File: src/rtl/seg_scan_driver.sv
// Three-digit multiplexed 7-segment scanner with per-slot dead time,
// leading-zero blanking and frame-synchronous display update.
module seg_scan_driver #(
   parameter int unsigned DIV   = 4,
   parameter int unsigned BLANK = 1
) (
   input  logic        CLK,
   input  logic        RST,
   input  logic        LOAD,
   input  logic [11:0] DATA,
   input  logic        LZB,
   output logic [1:0]  SEL,
   output logic        D1,
   output logic        D2,
   output logic        D3,
   output logic [6:0]  SEG,
   output logic        PENDING,
   output logic        FRAME
);

   typedef enum logic [1:0] {
      SLOT0 = 2'd0,
      SLOT1 = 2'd1,
      SLOT2 = 2'd2
   } slot_e;

   localparam logic [15:0] LAST = 16'(DIV - 1);
   localparam logic [15:0] BLK  = 16'(BLANK);

   logic [15:0] cnt_q, cnt_d;
   slot_e       sel_q, sel_d;
   logic [11:0] shadow_q, shadow_d;
   logic [11:0] disp_q, disp_d;
   logic        pend_q, pend_d;
   logic        rst_q;

   logic        frame_w;
   logic [3:0]  nib;
   logic        lz_blank;
   logic        dark;
   logic [2:0]  en;

   function automatic logic [6:0] dec7(input logic [3:0] n);
      logic [6:0] s;
      s = 7'b1000000;
      case (n)
         4'd0: s = 7'b0111111;
         4'd1: s = 7'b0000110;
         4'd2: s = 7'b1011011;
         4'd3: s = 7'b1001111;
         4'd4: s = 7'b1100110;
         4'd5: s = 7'b1101101;
         4'd6: s = 7'b1111101;
         4'd7: s = 7'b0000111;
         4'd8: s = 7'b1111111;
         4'd9: s = 7'b1101111;
         default: s = 7'b1000000;
      endcase
      return s;
   endfunction

   assign frame_w = (sel_q == SLOT2) && (cnt_q == LAST);

   always_ff @(posedge CLK) begin
      if (RST) begin
         cnt_q    <= '0;
         sel_q    <= SLOT0;
         shadow_q <= '0;
         disp_q   <= '0;
         pend_q   <= 1'b0;
         rst_q    <= 1'b1;
      end else begin
         cnt_q    <= cnt_d;
         sel_q    <= sel_d;
         shadow_q <= shadow_d;
         disp_q   <= disp_d;
         pend_q   <= pend_d;
         rst_q    <= 1'b0;
      end
   end

   always_comb begin
      cnt_d    = cnt_q + 16'd1;
      sel_d    = sel_q;
      shadow_d = LOAD ? DATA : shadow_q;
      disp_d   = disp_q;
      pend_d   = pend_q;
      if (cnt_q == LAST) begin
         cnt_d = '0;
         unique case (sel_q)
            SLOT0:   sel_d = SLOT1;
            SLOT1:   sel_d = SLOT2;
            default: sel_d = SLOT0;
         endcase
      end
      // Display only changes at the frame boundary so a frame never tears.
      if (frame_w) begin
         pend_d = 1'b0;
         if (LOAD) begin
            disp_d = DATA;
         end else if (pend_q) begin
            disp_d = shadow_q;
         end
      end else if (LOAD) begin
         pend_d = 1'b1;
      end
   end

   always_comb begin
      nib      = disp_q[3:0];
      lz_blank = 1'b0;
      en       = 3'b001;
      unique case (sel_q)
         SLOT1: begin
            nib      = disp_q[7:4];
            lz_blank = LZB && (disp_q[11:4] == 8'h00);
            en       = 3'b010;
         end
         SLOT2: begin
            nib      = disp_q[11:8];
            lz_blank = LZB && (disp_q[11:8] == 4'h0);
            en       = 3'b100;
         end
         default: begin
            nib      = disp_q[3:0];
            lz_blank = 1'b0;
            en       = 3'b001;
         end
      endcase
   end

   assign dark = RST || rst_q || (cnt_q < BLK) || lz_blank;

   assign {D3, D2, D1} = dark ? 3'b000 : en;
   assign SEG          = dark ? 7'd0 : dec7(nib);
   assign SEL          = RST ? 2'd0 : sel_q;
   assign FRAME        = frame_w && !RST;
   assign PENDING      = pend_q && !RST;

endmodule

File: config.mk
export PLATFORM = sky130hd
export DESIGN_NAME = seg_scan_driver
export DESIGN_NICKNAME = d
export VERILOG_FILES = /design/src/rtl/seg_scan_driver.sv
export SDC_FILE = /design/constraint.sdc
export NUM_CORES = 1
export LEC_CHECK = 0
export ABC_AREA = 1
export BUFFER_PORTS_ARGS = -buffer_cell sky130_fd_sc_hd__clkbuf_2
export CAP_MARGIN = 0
export CORE_MARGIN = 4
export CORE_UTILIZATION = 61
export CTS_CLUSTER_DIAMETER = 100
export DETAILED_ROUTE_END_ITERATION = 10
export PLACE_DENSITY = 0.84
export SLEW_MARGIN = 20
export SYNTH_ARGS = -nofsm -noshare
export SYNTH_HDL_FRONTEND = slang
export SYNTH_SLANG_ARGS = --single-unit
File: constraint.sdc
create_clock -name CLK -period 4.4 [get_ports CLK]
set_clock_uncertainty 0.05 [all_clocks]
set_input_delay 1.32 -clock CLK [delete_from_list [all_inputs] [get_ports CLK]]
set_output_delay 1.32 -clock CLK [all_outputs]
set_load 0.05 [all_outputs]
== Yosys cells after proc, flatten, opt, wreduce, memory -nomap -nowiden ==
Memories as Yosys holds them, arrays and structs flattened.
Index checks and enable logic that the tools add are counted.

* Register bits: 44
* ROM bits: 112
* Output and inout port bits: 14
* Memories kept: 1

{| class="wikitable"
|+ Memories
! name !! words !! bits a word !! read ports !! clocked after memory_dff !! write ports !! line !! text
|-
| (no name shown) || 16 || 7 || 1 || 0 || 0 || 46 || <nowiki>case (n)</nowiki>
|}

* $add $sub $neg: 1
* Magnitude comparators: 1
* Equal/unequal tests: 3
* Muxes and demuxes: 10
* Reductions and logical operators: 16

{| class="wikitable"
|+ Operators with widths
! kind !! number
|-
| $mux 12 || 2
|-
| $add 16x1->16 const B || 1
|-
| $eq 16x2->1 const B || 1
|-
| $lt 16x1->1 const B || 1
|-
| $logic_not 8->1 || 1
|-
| $pmux 4 s2 || 1
|-
| $mux 7 || 1
|-
| $pmux 3 s2 || 1
|-
| $logic_and 1x1->1 || 5
|-
| $logic_not 4->1 || 1
|-
| $pmux 2 s2 || 1
|-
| $reduce_or 2->1 || 2
|-
| $logic_or 1x1->1 || 3
|-
| $mux 3 || 1
|-
| $eq 2x1->1 const B || 1
|-
| $eq 2x2->1 const B || 1
|-
| $logic_not 2->1 || 1
|-
| $mux 2 || 1
|-
| $pmux 1 s2 || 1
|-
| $reduce_and 2->1 || 1
|-
| $reduce_bool 2->1 || 1
|-
| $logic_not 1->1 || 1
|-
| $mux 1 || 1
|}

== Logic depth before layout (Yosys ltp) ==
Gate-level depths: netlist of run 1.

* Depth in word-level cells: 5
* Gate-level depth with buffers: 12
* Gate-level depth less buffers: 12

== Worst setup path before layout of run 1 ==
Ideal clock, no wire load.

* Kind: in2out
* Start point: input port RST
* End point: output port SEG[5]
* Data arrival time: 2.665 ns
* Data required time: 3.030 ns
* Setup slack: 0.365 ns
* Stages on the path: 4
* Path through: clkbuf_1 -> nor2_1 -> nand3_1 -> a21oi_1

* Word-level cells in the longest chain between the ends: 4

{| class="wikitable"
|+ RTL lines
! element !! line !! text
|-
| start: declaration || 8 || <nowiki>input logic RST,</nowiki>
|-
| $logic_or 1x1->1 (3 in series) || 132 || <nowiki>assign dark = RST || rst_q || (cnt_q < BLK) || lz_blank;</nowiki>
|-
| $mux 7 || 135 || <nowiki>assign SEG = dark ? 7'd0 : dec7(nib);</nowiki>
|-
| end: declaration || 16 || <nowiki>output logic [6:0] SEG,</nowiki>
|}

Every way passes these cells.

== Final worst setup path of run 1 ==
* Start point: register sel_q[1]
* End point: output port SEG[5]

* Word-level cells in the longest chain between the ends: 4

{| class="wikitable"
|+ RTL lines
! element !! line !! text
|-
| start: declaration || 31 || <nowiki>slot_e sel_q, sel_d;</nowiki>
|-
| start signal: assignment || 74 || <nowiki>sel_q <= sel_d;</nowiki>
|-
| $eq 2x2->1 or $eq 2x1->1 (tied branches) || 113 || <nowiki>unique case (sel_q)</nowiki>
|-
| $pmux 4 s2 or $pmux 1 s2 (tied branches) || 113 ||
|-
| $mem_v2 16x7 or $logic_or 1x1->1 (tied branches) || -- ||
|-
| $mux 7 * || 135 ||
|}

Every way passes the cells marked *; elsewhere a longest branch is shown, timed or not.

==> summary.md, run 1 <==
| Metric | Value |
|---|---|
| Status | `finished clean` |
| DRT iter0 DRCs | `105` |
| Crit path arrival time | `2610 ps` |
| Initial Util | `63.40%` |
| Setup CP Type | `flop to primary output` |
| Synth Net Count | `359` |
| Slew @ Worst Pin | `527.6 ps` |
| TritonCTS clock tree | `done` |
| WL/cell | `10.81 um` |
| Worst skew pair latency | `290 ps` |
| Die W | `69.69 um` |
| Setup TNS | `0 ps` |
| Final Instance Area | `2565 um^2` |
| DRT Pass-1 Iters | `4` |
| Critical Path Start | `sel_q[1]` |
| Netlist Area Pre-Place | `2321 um^2` |
| Startpoint types | `flop` |
| Psw | `0.2370 mW` |
| Final setup viols | `0` |
| Grt total ovfl | `0` |
| Comb power frac | `17.0%` |
| Cell internal pwr | `0.5812 mW` |
| Final Max Slew Viols | `0` |
| Layout cells sized above 1 | `13.61%` |
| Slew margin rel. | `64.74%` |
| Share of the synthesized area in the top cell type | `37.95%` |
| Unrepaired setup endpoints after global routing | `no` |
| Fillers | `326` |
| Hold slack final | `416.3 ps` |
| Antenna Violating Nets Remaining | `0` |
| Core Footprint | `3661 um^2` |
| Critical path endpoint | `SEG[5]` |
| Largest area contributor in the netlist | `dfxtp_1` |
| EDFF count, synth | `0` |
| Seq pwr share | `50.9%` |
| Antenna diodes | `0` |
| Die Area | `4856 um^2` |
| Nets | `386` |
| RR Startpoint | `cnt_q[0]` |
| Hold_sp | `cnt_q[0]` |
| Buffers on Ports | `29` |
| Io pins | `30` |
| Synth Area per Inst | `6.991 um^2` |
| FF+latch area | `880.8 um^2` |
| Reg2reg path depth | `6` |
| Initial antenna violation count | `0` |
| Final Hold Viols | `0` |
| Reg clk slew, reported paths | `80 ps` |
| HPWL after detailed placement | `3350 um` |
| P_leak | `1.132 nW` |
| Clock power share | `32.1%` |
| Top cells by count, synth | `nor2_1 (80), nand2_1 (68), dfxtp_1 (44)` |
| Synthesis-to-finish area growth | `10.51%` |
| Final Routed Wirelength | `4411 um` |
| Clk sinks | `44` |
| Fraction of registers with async set/reset | `0%` |
| CP max FO | `10` |
| Max capacitance violation total | `0` |
| All-layer global routing usage | `19.84%` |
| R2r setup slk | `2710 ps` |
| Sequential-to-total area share from yosys stat | `37.95%` |
| Die height | `69.69 um` |
| Hold WC Path Type | `flop to flop` |
| Reg2reg end | `cnt_q[2]` |
| PostCTS Resize Cnt | `0` |
| Fin crit share | `90.39%` |
| Clock root buffer | `clkbuf_8` |
| VDD IR max | `0.2131 mV` |
| Placed instance area | `2471 um^2` |
| Largest net degree at the start of global routing | `19` |
| Vias in the first global route | `1888` |
| First-pass GRT wire length | `8017 um` |
| Post-CTS setup repair buffer count | `0` |
| Power per cell area | `319.0 nW/um^2` |
| Flops & latches, synth | `44` |
| Max Clk Rate | `251.4 MHz` |
| Switching share of power | `28.97%` |
| Via count | `2062` |
| Minimum clock period | `3977 ps` |
| Yosys warns | `0` |
| GP Congestion | `0.8426` |
| TritonCTS Buffers | `5` |
| DR vias/cell | `5.054` |
| Hold-fix buffers at CTS | `0` |
| Row count | `22` |
| Clk buf depth | `2` |
| Synth unique cells | `28` |
| Worst EP required | `3030 ps` |
| Max H-tree Level | `2` |
| Most common cell in the netlist | `nor2_1` |
| Synth Flop Type | `dfxtp_1` |
| Residual DRC | `0` |
| Cells after Synth | `332` |
| Area of the multi-input gates | `1265 um^2` |
| Synth top area cells | `dfxtp_1 (38%), nor2_1 (13%), nand2_1 (11%)` |
| Worst Setup End Kind | `primary output` |
==> cells in the final DEF (no fill, tap or decap), types with 2 or more instances in the layout <==
cell      count
nor2_1       80
nand2_1      68
dfxtp_1      44
inv_1        30
clkbuf_2     29
nand3_1      26
a21oi_1      13
mux2i_1      12
ha_1         11
nor3_1        6
clkbuf_8      6
o21ai_1       4
nand4_1       4
xor2_1        4
nand2_2       3
nor2_2        3
nor2_4        3
or2_2         2
o21ai_0       2
or2_0         2
==> cells by family after synthesis <==
logic type	after synthesis	synth area share [%]
AOI/OAI and AO/OA	19	4.097
xor gates and xnor gates	5	1.887
adders and majority gates	11	5.930
buffers and inverters	40	7.547
DFF	44	37.95
muxes	12	5.175
and+or+nand+nor	201	37.41
==> power by group through the flow <==
| stage | registers (mW) | clock network, mW | logic (mW) |
|---|---|---|---|
| CTS | 0.417 | 0.265 | 0.140 |
| global placement | 0.426 | 0 | 0.137 |
| detailed placement | 0.426 | 0 | 0.140 |
| floorplan | 0.425 | 0 | 0.112 |
| global route | 0.419 | 0.287 | 0.158 |
| finish | 0.417 | 0.262 | 0.139 |
==> worst min-delay path by stage <==
stage / endpoint / slack (ps) / cells past startpoint
2_1_floorplan: cnt_q[0] / 380 / 1
3_3_place_gp: cnt_q[0] / 390 / 1
3_5_place_dp: cnt_q[0] / 410 / 1
4_1_cts: cnt_q[0] / 430 / 1
5_1_grt: cnt_q[14] / 460 / 2
6_report: cnt_q[0] / 420 / 1
==> sequential cells by signal, summed over array words and instances, names as in the netlist <==
| name | cells |
|---|---|
| cnt_q | 16 |
| rst_q | 1 |
| sel_q | 2 |
| disp_q | 12 |
| pend_q | 1 |
| shadow_q | 12 |
==> area by class of cell <==
| class | count | share of cell area (%) |
|---|---|---|
| Multi-Input combinational cell | 248 | 49.32 |
| Inverter | 30 | 4.390 |
| Tap cell | 48 | 2.341 |
| Clock inverter | 1 | 0.2927 |
| Clock buffer | 7 | 3.366 |
| Sequential cell | 44 | 34.34 |
| Timing Repair Buffer | 30 | 5.951 |
==> per-layer routing <==
layer / part of all wire, % / global-route usage [%]
met1: 49 / 26.48
met4: 1.2 / 6.596
met2: 45 / 30.61
met5: 0 / 0
met3: 4.7 / 5.942
==> per-stage QoR <==
stage	utilization, %	power, mW	setup slack, ps	cells
floorplan	-	0.5373	365.2	332
global route	70.06	0.8639	101.0	408
global placement	67.50	0.5632	622.6	400
finish	70.06	0.8182	423.0	408
CTS	70.06	0.8221	403.5	408
detailed placement	67.50	0.5662	608.2	400
==> worst max-delay path, stage by stage (launching register included) <==
cell and delay (ps):
dfxtp_1 370, inv_1 110, ha_1 450, nor2_1 80, a21oi_1 330, inv_1 120
ha_1 210, inv_1 50, nand2_1 60, nand2_1 60, nand2_1 50, a21oi_1 130
clkbuf_2 300
Note: power is estimated with default switching activity, not from simulation.
==> inputs of run 2 (changes only) <==
--- a/config.mk
+++ b/config.mk
@@ -8,11 +8,13 @@
 export ABC_AREA = 1
 export BUFFER_PORTS_ARGS = -buffer_cell sky130_fd_sc_hd__clkbuf_2
 export CAP_MARGIN = 0
+export CELL_PAD_IN_SITES_DETAIL_PLACEMENT = 0
+export CELL_PAD_IN_SITES_GLOBAL_PLACEMENT = 1
 export CORE_MARGIN = 4
-export CORE_UTILIZATION = 61
+export CORE_UTILIZATION = 44
 export CTS_CLUSTER_DIAMETER = 100
 export DETAILED_ROUTE_END_ITERATION = 10
-export PLACE_DENSITY = 0.84
+export PLACE_DENSITY_LB_ADDON = 0.1
 export SLEW_MARGIN = 20
 export SYNTH_ARGS = -nofsm -noshare
 export SYNTH_HDL_FRONTEND = slang
==> run 2 against run 1 <==
Against the previous run:
- core utilization is 19 points lower
- final cell count is 5.4% higher
- maximum frequency is 0.83% lower
- register-to-register slack worse by 60 ps
- clock power is 5% lower
==> summary.md, run 2 (synthesis gave the netlist of run 1 again) <==
| Metric | Value |
|---|---|
| Io pins | `30` |
| Final Instance Area | `2584 um^2` |
| Commonest non-fill, non-tap cell in the layout | `nor2_1` |
| Crit-path leading delay family | `adder cells` |
| FF+latch area | `880.8 um^2` |
| Initial Util | `45.44%` |
| Final Max Slew Viols | `0` |
| Clk sinks | `44` |
| Fin crit share | `91.14%` |
| Final worst setup slack | `389.6 ps` |
| GP Congestion | `0.7685` |
| Clock power share | `30.9%` |
| Power per cell area | `311.7 nW/um^2` |
| Pre-CTS setup slack | `588.4 ps` |
| Placed instance area | `2499 um^2` |
| Max Clk Rate | `249.4 MHz` |
| Slew margin rel. | `61.41%` |
| Buffers on Ports | `29` |
| Non-Filler Instances | `430` |
| R2r setup slk | `2650 ps` |
| Most frequent cells in the layout | `nor2_1 (80), nand2_1 (68), dfxtp_1 (44)` |
| RR Startpoint | `cnt_q[0]` |
| Hold-fix buffers at CTS | `0` |
| First-pass GRT wire length | `8473 um` |
| Core Footprint | `5107 um^2` |
| Seq pwr share | `51.8%` |
| Status | `finished clean` |
| P_leak | `1.130 nW` |
| Worst skew pair latency | `290 ps` |
| Initial antenna violation count | `0` |
| Setup TNS | `0 ps` |
| Clk buf depth | `2` |
| Die W | `80.63 um` |
| Antenna diodes | `0` |
| Post-CTS setup repair buffer count | `0` |
| Minimum clock period | `4010 ps` |
| Die height | `80.63 um` |
| Top reg by flops | `cnt_q` |
| Hold slack final | `419.3 ps` |
| Max incr delay on CP | `430 ps` |
| Max capacitance violation total | `0` |
| Hold EP | `cnt_q[0]` |
| Switching share of power | `29.59%` |
| Hold_sp | `cnt_q[0]` |
| Crit-path cells | `inv_1, ha_1, o21ai_1, inv_1, ha_1, nor2_1, o21ai_1, nor2_1, clkbuf_2` |
| Final Hold Viols | `0` |
| Hold Path Stages | `1` |
| Hold WC Path Type | `flop to flop` |
| Clock root buffer | `clkbuf_8` |
| PostCTS Resize Cnt | `0` |
| VDD IR max | `0.1792 mV` |
| HPWL after detailed placement | `3627 um` |
| Worst Setup End Kind | `primary output` |
| DR vias/cell | `4.667` |
| Critical Path Start | `sel_q[0]` |
| Die Area | `6501 um^2` |
| Grt total ovfl | `0` |
| Synthesis-to-finish area growth | `11.32%` |
| Unrepaired setup endpoints after global routing | `no` |
| Layout cells sized above 1 | `13.33%` |
| DRT Pass-1 Iters | `4` |
| Psw | `0.2383 mW` |
| All-layer global routing usage | `16.46%` |
| Crit path max-delay cell type | `ha_1` |
| Overall power | `0.8053 mW` |
| Placed cell count | `422` |
| Antenna Violating Nets Remaining | `0` |
| Reg2reg path depth | `6` |
| Crit path arrival time | `2640 ps` |
| CP max FO | `10` |
| TritonCTS clock tree | `done` |
| Max reg flops | `16` |
| WP depth | `9` |
| Via count | `2007` |
| Largest regs | `cnt_q x16, disp_q x12, shadow_q x12` |
| DRT iter0 DRCs | `102` |
| TritonCTS Buffers | `5` |
| Worst EP required | `3030 ps` |
| Residual DRC | `0` |
| Reg2reg end | `cnt_q[11]` |
| Reg clk slew, reported paths | `80 ps` |
| Cell internal pwr | `0.5670 mW` |
| Setup CP Type | `flop to primary output` |
| Startpoint types | `flop` |
| Largest net degree at the start of global routing | `19` |
| Final Routed Wirelength | `4739 um` |
| Fillers | `564` |
| Vias in the first global route | `1890` |
| Area of the multi-input gates | `1265 um^2` |
| Max H-tree Level | `2` |
| Final setup viols | `0` |
| Comb power frac | `17.4%` |
| WL/cell | `11.02 um` |
| Slew @ Worst Pin | `577.5 ps` |
| Worst path bufs/invs | `3` |
| Core Util, Final | `50.59%` |
| Nets | `386` |
| Row count | `26` |
## run 2: worst reg2reg max path, cell delays in order, from the launching register on
cell and delay (ps):
dfxtp_1 380, ha_1 280, nand2_2 90, nor2_4 130, nand2_2 120, nand2_1 460, nor2_1 100
## run 2: area by class of cell
class | instances | area share [%]
clock buffers | 7 | 2.954
clock inverters | 1 | 0.3390
inverters | 30 | 4.358
multi-input cells | 248 | 48.96
flip-flops and latches | 44 | 34.09
well taps | 70 | 3.390
repair buffers | 30 | 5.908
## run 2: how the worst max path moves through the flow
| stage | endpoint | slack (ps) |
|---|---|---|
| 6_report | SEG[3] | 390 |
| 5_1_grt | SEG[5] | 40 |
| 4_1_cts | SEG[3] | 360 |
| 3_5_place_dp | SEG[5] | 590 |
| 3_3_place_gp | SEG[5] | 590 |
| 2_1_floorplan | SEG[5] | 370 |
## run 2: per-layer routing
layer | share of wire (%) | global-route usage, % | vias up
met5 | 0 | 0 | -
met4 | 1.2 | 4.561 | 0
met3 | 3.4 | 3.587 | 6
met2 | 41 | 25.41 | 24
met1 | 55 | 22.95 | 888
li1 | - | - | 1089
## run 2: power groups by stage
| stage | logic (mW) | clock network (mW) | registers [mW] |
|---|---|---|---|
| after detailed placement | 0.141 | 0 | 0.426 |
| after CTS | 0.142 | 0.261 | 0.417 |
| after floorplan | 0.112 | 0 | 0.425 |
| final | 0.140 | 0.249 | 0.417 |
| after global routing | 0.161 | 0.279 | 0.419 |
| after global placement | 0.141 | 0 | 0.426 |
